## src/rtl/vdma_pkg.sv

```systemverilog
`default_nettype none
// ============================================================================
// Module      : vdma_pkg
// Description : Shared VDMA definitions. Holds the clog2 helper, the FIFO
//               default depth/width/threshold constants and the FIFO status
//               flag bundle.
// Revision    : 1.0 - initial release
// ============================================================================
package vdma_pkg;

    localparam int c_FIFO_WIDTH     = 32;
    localparam int c_FIFO_DEPTH     = 16;
    localparam int c_FIFO_AFULL_TH  = 12;
    localparam int c_FIFO_AEMPTY_TH = 2;

    // FIFO status flags, registered together as one bundle
    typedef struct packed {
        logic full;
        logic afull;
        logic empty;
        logic aempty;
    } fifo_flags_t;

    // Ceiling log2 for elaboration-time sizing (clog2(1) = 0)
    function automatic int clog2(input int value);
        int r;
        r = 0;
        for (int i = 0; i < 31; i++) begin
            if ((1 << r) < value) begin
                r = r + 1;
            end
        end
        return r;
    endfunction

endpackage
`default_nettype wire

```

## src/rtl/vdma_fifo_ram.sv

```systemverilog
`default_nettype none
// ============================================================================
// Module      : vdma_fifo_ram
// Description : Simple dual-port RAM, WIDTH x DEPTH, one write port and one
//               registered read port. The array has no reset; only the read
//               register is cleared so the FIFO output starts at zero.
// Ports       : clk, reset (sync, active-low, read register only)
//               we/waddr/wdata  - write port
//               re/raddr/rdata  - registered read port, rdata holds when re=0
// Revision    : 1.0 - initial release
// ============================================================================
module vdma_fifo_ram
    import vdma_pkg::*;
#(
    parameter int WIDTH  = c_FIFO_WIDTH,
    parameter int DEPTH  = c_FIFO_DEPTH,
    parameter int ADDR_W = clog2(DEPTH)
) (
    input  logic              clk,
    input  logic              reset,
    input  logic              we,
    input  logic [ADDR_W-1:0] waddr,
    input  logic [WIDTH-1:0]  wdata,
    input  logic              re,
    input  logic [ADDR_W-1:0] raddr,
    output logic [WIDTH-1:0]  rdata
);

    logic [WIDTH-1:0] r_mem [DEPTH];
    logic [WIDTH-1:0] r_rdata_q;
    logic [WIDTH-1:0] w_rdata_d;

    // Array kept reset-free so it maps onto block RAM
    always_ff @(posedge clk) begin
        if (we) begin
            r_mem[waddr] <= wdata;
        end
    end

    always_comb begin
        w_rdata_d = r_rdata_q;
        if (re) begin
            w_rdata_d = r_mem[raddr];
        end
    end

    always_ff @(posedge clk) begin
        if (!reset) begin
            r_rdata_q <= '0;
        end else begin
            r_rdata_q <= w_rdata_d;
        end
    end

    assign rdata = r_rdata_q;

endmodule
`default_nettype wire

```

## src/rtl/vdma_sync_fifo.sv

```systemverilog
`default_nettype none
// ============================================================================
// Module      : vdma_sync_fifo
// Description : Single-clock synchronous FIFO for the VDMA datapath with
//               registered full/afull/empty/aempty flags, occupancy count,
//               one-cycle read latency and overflow/underflow pulses.
// Ports       : clk, reset (sync, active-low)
//               we, wdata           - write request / data
//               re, rdata, rvalid   - read request / data / data valid
//               full, afull, empty, aempty - registered status flags
//               count               - occupancy 0..DEPTH
//               overflow, underflow - registered illegal-access pulses
// Revision    : 1.0 - initial release
// ============================================================================
module vdma_sync_fifo
    import vdma_pkg::*;
#(
    parameter int WIDTH     = c_FIFO_WIDTH,
    parameter int DEPTH     = c_FIFO_DEPTH,
    parameter int AFULL_TH  = c_FIFO_AFULL_TH,
    parameter int AEMPTY_TH = c_FIFO_AEMPTY_TH
) (
    input  logic                   clk,
    input  logic                   reset,
    input  logic                   we,
    input  logic [WIDTH-1:0]       wdata,
    input  logic                   re,
    output logic [WIDTH-1:0]       rdata,
    output logic                   rvalid,
    output logic                   full,
    output logic                   afull,
    output logic                   empty,
    output logic                   aempty,
    output logic [clog2(DEPTH):0]  count,
    output logic                   overflow,
    output logic                   underflow
);

    localparam int ADDR_W = clog2(DEPTH);
    localparam int CNT_W  = ADDR_W + 1;

    localparam logic [CNT_W-1:0] c_depth_cnt  = CNT_W'(DEPTH);
    localparam logic [CNT_W-1:0] c_afull_th   = CNT_W'(AFULL_TH);
    localparam logic [CNT_W-1:0] c_aempty_th  = CNT_W'(AEMPTY_TH);
    localparam logic [ADDR_W-1:0] c_ptr_one   = ADDR_W'(1);

    logic [ADDR_W-1:0] r_wptr_q, w_wptr_d;
    logic [ADDR_W-1:0] r_rptr_q, w_rptr_d;
    logic [CNT_W-1:0]  r_count_q, w_count_d;
    fifo_flags_t       r_flags_q, w_flags_d;
    logic              r_rvalid_q, w_rvalid_d;
    logic              r_overflow_q, w_overflow_d;
    logic              r_underflow_q, w_underflow_d;

    logic              w_wr_ok;
    logic              w_rd_ok;

    // Accepts are qualified by reset so nothing reaches the RAM while held
    assign w_wr_ok = reset & we & ~r_flags_q.full;
    assign w_rd_ok = reset & re & ~r_flags_q.empty;

    always_comb begin
        w_wptr_d      = r_wptr_q;
        w_rptr_d      = r_rptr_q;
        w_count_d     = r_count_q + CNT_W'(w_wr_ok) - CNT_W'(w_rd_ok);
        w_rvalid_d    = w_rd_ok;
        w_overflow_d  = we & r_flags_q.full;
        w_underflow_d = re & r_flags_q.empty;

        if (w_wr_ok) begin
            w_wptr_d = r_wptr_q + c_ptr_one;
        end
        if (w_rd_ok) begin
            w_rptr_d = r_rptr_q + c_ptr_one;
        end

        // Flags follow the next occupancy so they line up with count
        w_flags_d.full   = (w_count_d == c_depth_cnt);
        w_flags_d.afull  = (w_count_d >= c_afull_th);
        w_flags_d.empty  = (w_count_d == '0);
        w_flags_d.aempty = (w_count_d <= c_aempty_th);
    end

    always_ff @(posedge clk) begin
        if (!reset) begin
            r_wptr_q         <= '0;
            r_rptr_q         <= '0;
            r_count_q        <= '0;
            r_flags_q.full   <= 1'b0;
            r_flags_q.afull  <= 1'b0;
            r_flags_q.empty  <= 1'b1;
            r_flags_q.aempty <= 1'b1;
            r_rvalid_q       <= 1'b0;
            r_overflow_q     <= 1'b0;
            r_underflow_q    <= 1'b0;
        end else begin
            r_wptr_q      <= w_wptr_d;
            r_rptr_q      <= w_rptr_d;
            r_count_q     <= w_count_d;
            r_flags_q     <= w_flags_d;
            r_rvalid_q    <= w_rvalid_d;
            r_overflow_q  <= w_overflow_d;
            r_underflow_q <= w_underflow_d;
        end
    end

    vdma_fifo_ram #(
        .WIDTH  (WIDTH),
        .DEPTH  (DEPTH),
        .ADDR_W (ADDR_W)
    ) u_ram (
        .clk    (clk),
        .reset  (reset),
        .we     (w_wr_ok),
        .waddr  (r_wptr_q),
        .wdata  (wdata),
        .re     (w_rd_ok),
        .raddr  (r_rptr_q),
        .rdata  (rdata)
    );

    assign rvalid    = r_rvalid_q;
    assign full      = r_flags_q.full;
    assign afull     = r_flags_q.afull;
    assign empty     = r_flags_q.empty;
    assign aempty    = r_flags_q.aempty;
    assign count     = r_count_q;
    assign overflow  = r_overflow_q;
    assign underflow = r_underflow_q;

endmodule
`default_nettype wire

```

## config.mk

```make
export PLATFORM = sky130hd
export DESIGN_NAME = vdma_sync_fifo
export DESIGN_NICKNAME = d
export VERILOG_FILES = /design/src/rtl/vdma_pkg.sv /design/src/rtl/vdma_fifo_ram.sv /design/src/rtl/vdma_sync_fifo.sv
export SDC_FILE = /design/constraint.sdc
export NUM_CORES = 1
export LEC_CHECK = 0
export ABC_CLOCK_PERIOD_IN_PS = 10200
export BUFFER_PORTS_ARGS = -buffer_cell sky130_fd_sc_hd__buf_2
export CAP_MARGIN = 20
export CORE_ASPECT_RATIO = 0.7
export CORE_MARGIN = 3
export CORE_UTILIZATION = 45
export CTS_CLUSTER_SIZE = 8
export DETAILED_ROUTE_END_ITERATION = 16
export PLACE_DENSITY_LB_ADDON = 0.15
export SETUP_SLACK_MARGIN = 0.05
export SLEW_MARGIN = 20
export SYNTH_ARGS = -nofsm -noshare
export SYNTH_HDL_FRONTEND = slang
export SYNTH_SLANG_ARGS = --single-unit
export TNS_END_PERCENT = 50
```

## constraint.sdc

```tcl
create_clock -name clk -period 10.2 [get_ports clk]
set_input_delay 2.55 -clock clk [delete_from_list [all_inputs] [get_ports clk]]
set_output_delay 2.55 -clock clk [all_outputs]
set_load 0.03 [all_outputs]
```

* Yosys cells after proc, flatten, opt, wreduce, memory -nomap -nowiden *
Memories as Yosys holds them, arrays and structs flattened. A register that Yosys moved wholly into a read port is not among the register bits.
Cells that the tools add are included.

operators by class
  add/sub/neg operators = 4
  $lt $le $gt $ge = 2
  eq/ne operators = 1
  reductions and logical operators = 2
  bitwise gates (word level) = 8
  mux-type cells = 2

operators with widths
  cell                                                               count
  adder 4 x 1 -> 4 bit, second input constant                        2
  AND 1 bit                                                          6
  adder 5 x 1 -> 5 bit                                               1
  equality test 5 bit, second input constant                         1
  greater-or-equal comparator 5 x 4 -> 1 bit, second input constant  1
  <= comparator 5 x 2 -> 1 bit, second input constant                1
  zero test 5 bit                                                    1
  subtractor 5 x 1 -> 5 bit                                          1
  2-to-1 mux 1 bit                                                   2
  NOT 1 bit                                                          2
  zero test 1 bit                                                    1

word-level totals
  register bits = 20
  word-level logic and storage cells = 30
  RAM bits = 512
  memories kept = 1

memories
  memory       words  width  rd ports  clocked after memory_dff  wr ports  line                 source
  u_ram.r_mem  16     32     1         1                         1         vdma_fifo_ram.sv:29  logic [WIDTH-1:0] r_mem [DEPTH];

* Longest topological paths before layout *
  word-level depth = 5
  gate-level depth with buffers = 14

* Modules after synthesis *
A second synthesis with hierarchy kept.

second synthesis, totals
  cell total of the unflattened synthesis = 1,308
  area, all modules = 21,795.9 µm²

modules (own cells, without submodules)
  module          times used  cells each  area an instance (µm²)  seq. area each (µm²)
  vdma_fifo_ram   1           1,216       20,866.3                16,015.4
  vdma_sync_fifo  1           92          929.6                   400.4

* Least setup slack after synthesis *
No wires, ideal clock.

  kind = input to register
  start point = in we
  end point = mem u_ram.r_mem[3][0] (netlist bit) (enable)
  data arrival time = 5.472 ns
  library setup time = 0.461 ns
  slack = 4.267 ns
  cell stages on the path = 5
  buffers on the path = 1
  cell sequence = nor2b_1 > and2_1 > clkbuf_1 > nand2_1 > nor3_1

on the way
  word-level cells in the longest chain between the ends = 4

ends and longest elaborated chain
  element                                 line                  source
  start: declaration                      vdma_sync_fifo.sv:25  input logic we,
  AND 1 bit (2 in a row)                  vdma_sync_fifo.sv:59  assign w_wr_ok = reset & we & ~r_flags_q.full;
  2-to-1 mux 1 bit                        vdma_fifo_ram.sv:35   if (we) begin
  2-to-1 mux 1 bit (implied by the code)  vdma_fifo_ram.sv:36   r_mem[waddr] <= wdata;
  end: declaration                        vdma_fifo_ram.sv:29

Every way passes these cells.

* Final worst setup path *
  start point = in reset
  end point = reg aempty (netlist name)

on the way
  elaborated cells on any way between the ends = 7

RTL lines
  element                       line                  source
  start: declaration            vdma_sync_fifo.sv:24  input logic reset,
  AND 1 bit (2 in a row)        vdma_sync_fifo.sv:60  assign w_rd_ok = reset & re & ~r_flags_q.empty;
  net u_ram.re                  vdma_fifo_ram.sv:24   input logic re,
  subtractor 5 x 1 -> 5 bit     vdma_sync_fifo.sv:65  w_count_d = r_count_q + CNT_W'(w_wr_ok) - CNT_W'(w_rd_ok);
  <= comparator 5 x 2 -> 1 bit  vdma_sync_fifo.sv:81  w_flags_d.aempty = (w_count_d <= c_aempty_th);

The timed path passes the listed nets, and every way through them passes these cells.
A chain may end at the register's enable or synchronous reset.

==> flow_metrics.py <==
metrics = {
    "worst_setup_path": {
        "ff2ff_path_depth": 5,
        "rrSetupSlack_ps": 7320,
        "crit_end": "aempty",
        "regToRegStartpoint": "r_rptr_q[1]",
        "cp-start-kind": "primary input",
        "r2r-end": "u_ram.rdata[10]",
        "cp_max_fo": 20,
        "cp.required_ps": 10660,
        "startpoint": "reset",
        "endpoint_kind": "register",
        "path_class": "in -> reg",
        "crit_arrival_ps": 5210,
    },
    "grt": {
        "antenna_found_initial": 1,
        "grt_usage_pct": 18.8,
        "grt.overflow.total": 0,
        "grt_max_degree": 106,
        "grt_pass1_wl_mm": 69.2,
        "grt_pass1_vias": 10400,
    },
    "route": {
        "drtIter0Drc": 847,
        "drt_pass1_iterations": 5,
        "vias": 9912,
        "drc": 0,
        "wl_per_cell_um": 25.5,
        "wirelength_mm": 45.4,
        "ant_nets": 0,
        "avgViaCountPerCell": 5.57,
    },
    "placed_design": {
        "io_buffers": 79,
        "hpwl_mm": 23.8,
        "placed_area_mm2": 0.0228,
        "numPlacedInstances": 1634,
        "place.gp.congestion": 0.701,
        "pre_cts_ws_ps": 4870,
    },
    "synth": {
        "ys_async_sr_fraction_pct": 0,
        "synth_area_mm2": 0.0216,
        "yosys.area.top_type": "edfxtp_1",
        "ys_seq_elements": 564,
        "yosysTopAreaCellShare_pct": 71.2,
        "yosysUniqueCellTypes": 39,
        "synth_ff_type": "edfxtp_1",
        "syn_inst": 966,
        "synth_edf_count": 512,
        "ys_seq_area_share_pct": 76.1,
        "postSynthAreaPerCell_um2": 22.3,
        "synthesis.nets": 1013,
        "yosysWarnings": 0,
        "netlist_top_cells_area": "edfxtp_1 (71%), mux4_2 (13%), dfxtp_1 (4.8%), mux2_4 (1.9%), a22oi_2 (1.6%)",
    },
    "timing": {
        "hold_viol": 0,
        "post-route-period-util_pct": 46.6,
        "skew_ps": 14.0,
        "tns_ps": 0,
        "slew_headroom_pct": 30.6,
        "slew_viol_final": 0,
        "hold-worst-slack_ps": 490,
        "max_freq_ghz": 0.210,
        "tightest_slew_ps": 1040,
        "layout_setup_ws_ps": 5450,
        "setup_viol": 0,
        "rsz0062_at_grt": "false",
        "min_period_ps": 4750,
    },
    "final_layout": {
        "insertedDiodeCount": 0,
        "syn_to_final_growth_pct": 16.4,
        "multi_input_comb_area_mm2": 0.00493,
        "fin_util_pct": 53.5,
        "stdcell_area_mm2": 0.0251,
        "final-instance-count-excl-fill": 1779,
        "nets": 1151,
        "final_cell_mix": "edfxtp_1 (512), mux4_2 (121), clkbuf_16 (81), buf_2 (79), clkbuf_1 (60)",
        "fill_cells": 3617,
        "ff_latch_area_mm2": 0.0164,
        "drive_gt1_share_pct": 33.9,
        "layout_commonest_cell": "edfxtp_1",
    },
    "clock_tree": {
        "clockRootBuffer": "clkbuf_16",
        "htreeDepth": 3,
        "cts_setup_buffers": 0,
        "cts_resized": 0,
        "path_clk_slew_ps": 50,
        "ctsHoldBuffers": 0,
        "clkSinkCount": 564,
        "clockBufferDepth": 3,
        "cts_tree": "yes",
        "cts_buffers": 80,
        "clock_latency_ps": 590,
    },
    "die": {
        "start_util_pct": 46.0,
        "die-area_mm2": 0.0507,
        "core_mm2": 0.0469,
        "rows": 66,
        "die_x_um": 268,
        "die_h_um": 189,
        "num_io_pins": 80,
    },
    "pwr": {
        "peakVddDrop_v": 0.000128,
        "finalPower_mw": 5.83,
        "power.density_mw_per_mm2": 232,
        "p_leak_nw": 8.04,
    },
    "status": {
        "status": "complete, no violations",
    },
    "job": {
        "cap_violations": 0,
    },
    "worst_hold_path": {
        "hp-class": "reg -> reg",
    },
}
sequential cells by signal, summed over array words and instances, names as in the netlist:
| name | cells |
|---|---|
| full | 1 |
| u_ram.r_mem | 512 |
| underflow | 1 |
| rvalid | 1 |
| overflow | 1 |
| u_ram.rdata | 32 |
| r_rptr_q | 4 |
| aempty | 1 |
| empty | 1 |
| count | 5 |
| r_wptr_q | 4 |
| afull | 1 |
cell families (layout without fill, tap and decap cells):
| kind of cell | count (synthesis) | in the layout | synth area share (%) |
|---|---|---|---|
| DFF | 564 | 564 | 76.1 |
| muxes | 192 | 192 | 17.1 |
| AOI/OAI and AO/OA | 74 | 74 | 2.82 |
| buffers and inverters | 60 | 261 | 1.66 |
| and+or+nand+nor | 56 | 56 | 1.30 |
| adders and majority gates | 11 | 11 | 0.672 |
| xor gates and xnor gates | 9 | 9 | 0.365 |
critical path, cell delays in order:
cell,delay (ps)
buf_2,270
nand2_1,150
nor2_1,360
ha_1,300
inv_1,60
ha_1,150
inv_1,60
fa_1,430
nor2b_1,130
o21a_1,150
or4b_1,130
nand2_1,100
a2111oi_0,370
worst min path at each step:
stage / start / end / slack, ps / cells past startpoint
CTS: u_ram.rdata[24] / u_ram.rdata[24] / 500 / 2
global placement: u_ram.rdata[17] / u_ram.rdata[17] / 470 / 2
global route: u_ram.rdata[21] / u_ram.rdata[21] / 510 / 2
finish: u_ram.rdata[24] / u_ram.rdata[24] / 490 / 2
floorplan: r_wptr_q[1] / r_wptr_q[1] / 470 / 2
detailed placement: u_ram.rdata[24] / u_ram.rdata[24] / 480 / 2
layout make-up:
class	count	share of cell area [%]
repair buffers	107	2.62
flip-flops and latches	564	65.4
inverters	9	0.135
well taps	612	3.05
multi-input cells	342	19.6
clock buffers	141	8.97
clock inverters	4	0.184
cells in the mapped netlist (6+ instances only):
master / count
a22oi_2: 28
and2_1: 10
buf_2: 16
buf_4: 6
clkbuf_1: 17
dfxtp_1: 52
edfxtp_1: 512
ha_1: 10
inv_1: 8
mux2_4: 28
mux2i_1: 32
mux4_1: 7
mux4_2: 121
nand2_1: 13
nor2_1: 15
o21ai_1: 34
xnor2_1: 7
metal layers:
metal / GRT usage, % / wire length [um]
met1: 27.4 / 21300
met2: 29.2 / 21400
met4: 4.76 / 750
met3: 3.83 / 2000
met5: 0 / 13
report_power, final:
part | total (mW) | leakage [nW] | internal (mW) | switching [mW]
clock network | 2.40 | 1.09 | 1.48 | 0.918
registers | 2.69 | 5.04 | 2.62 | 0.0728
logic | 0.744 | 1.91 | 0.330 | 0.414
total | 5.83 | 8.04 | 4.43 | 1.40
Note: power is estimated with default switching activity, not from simulation.
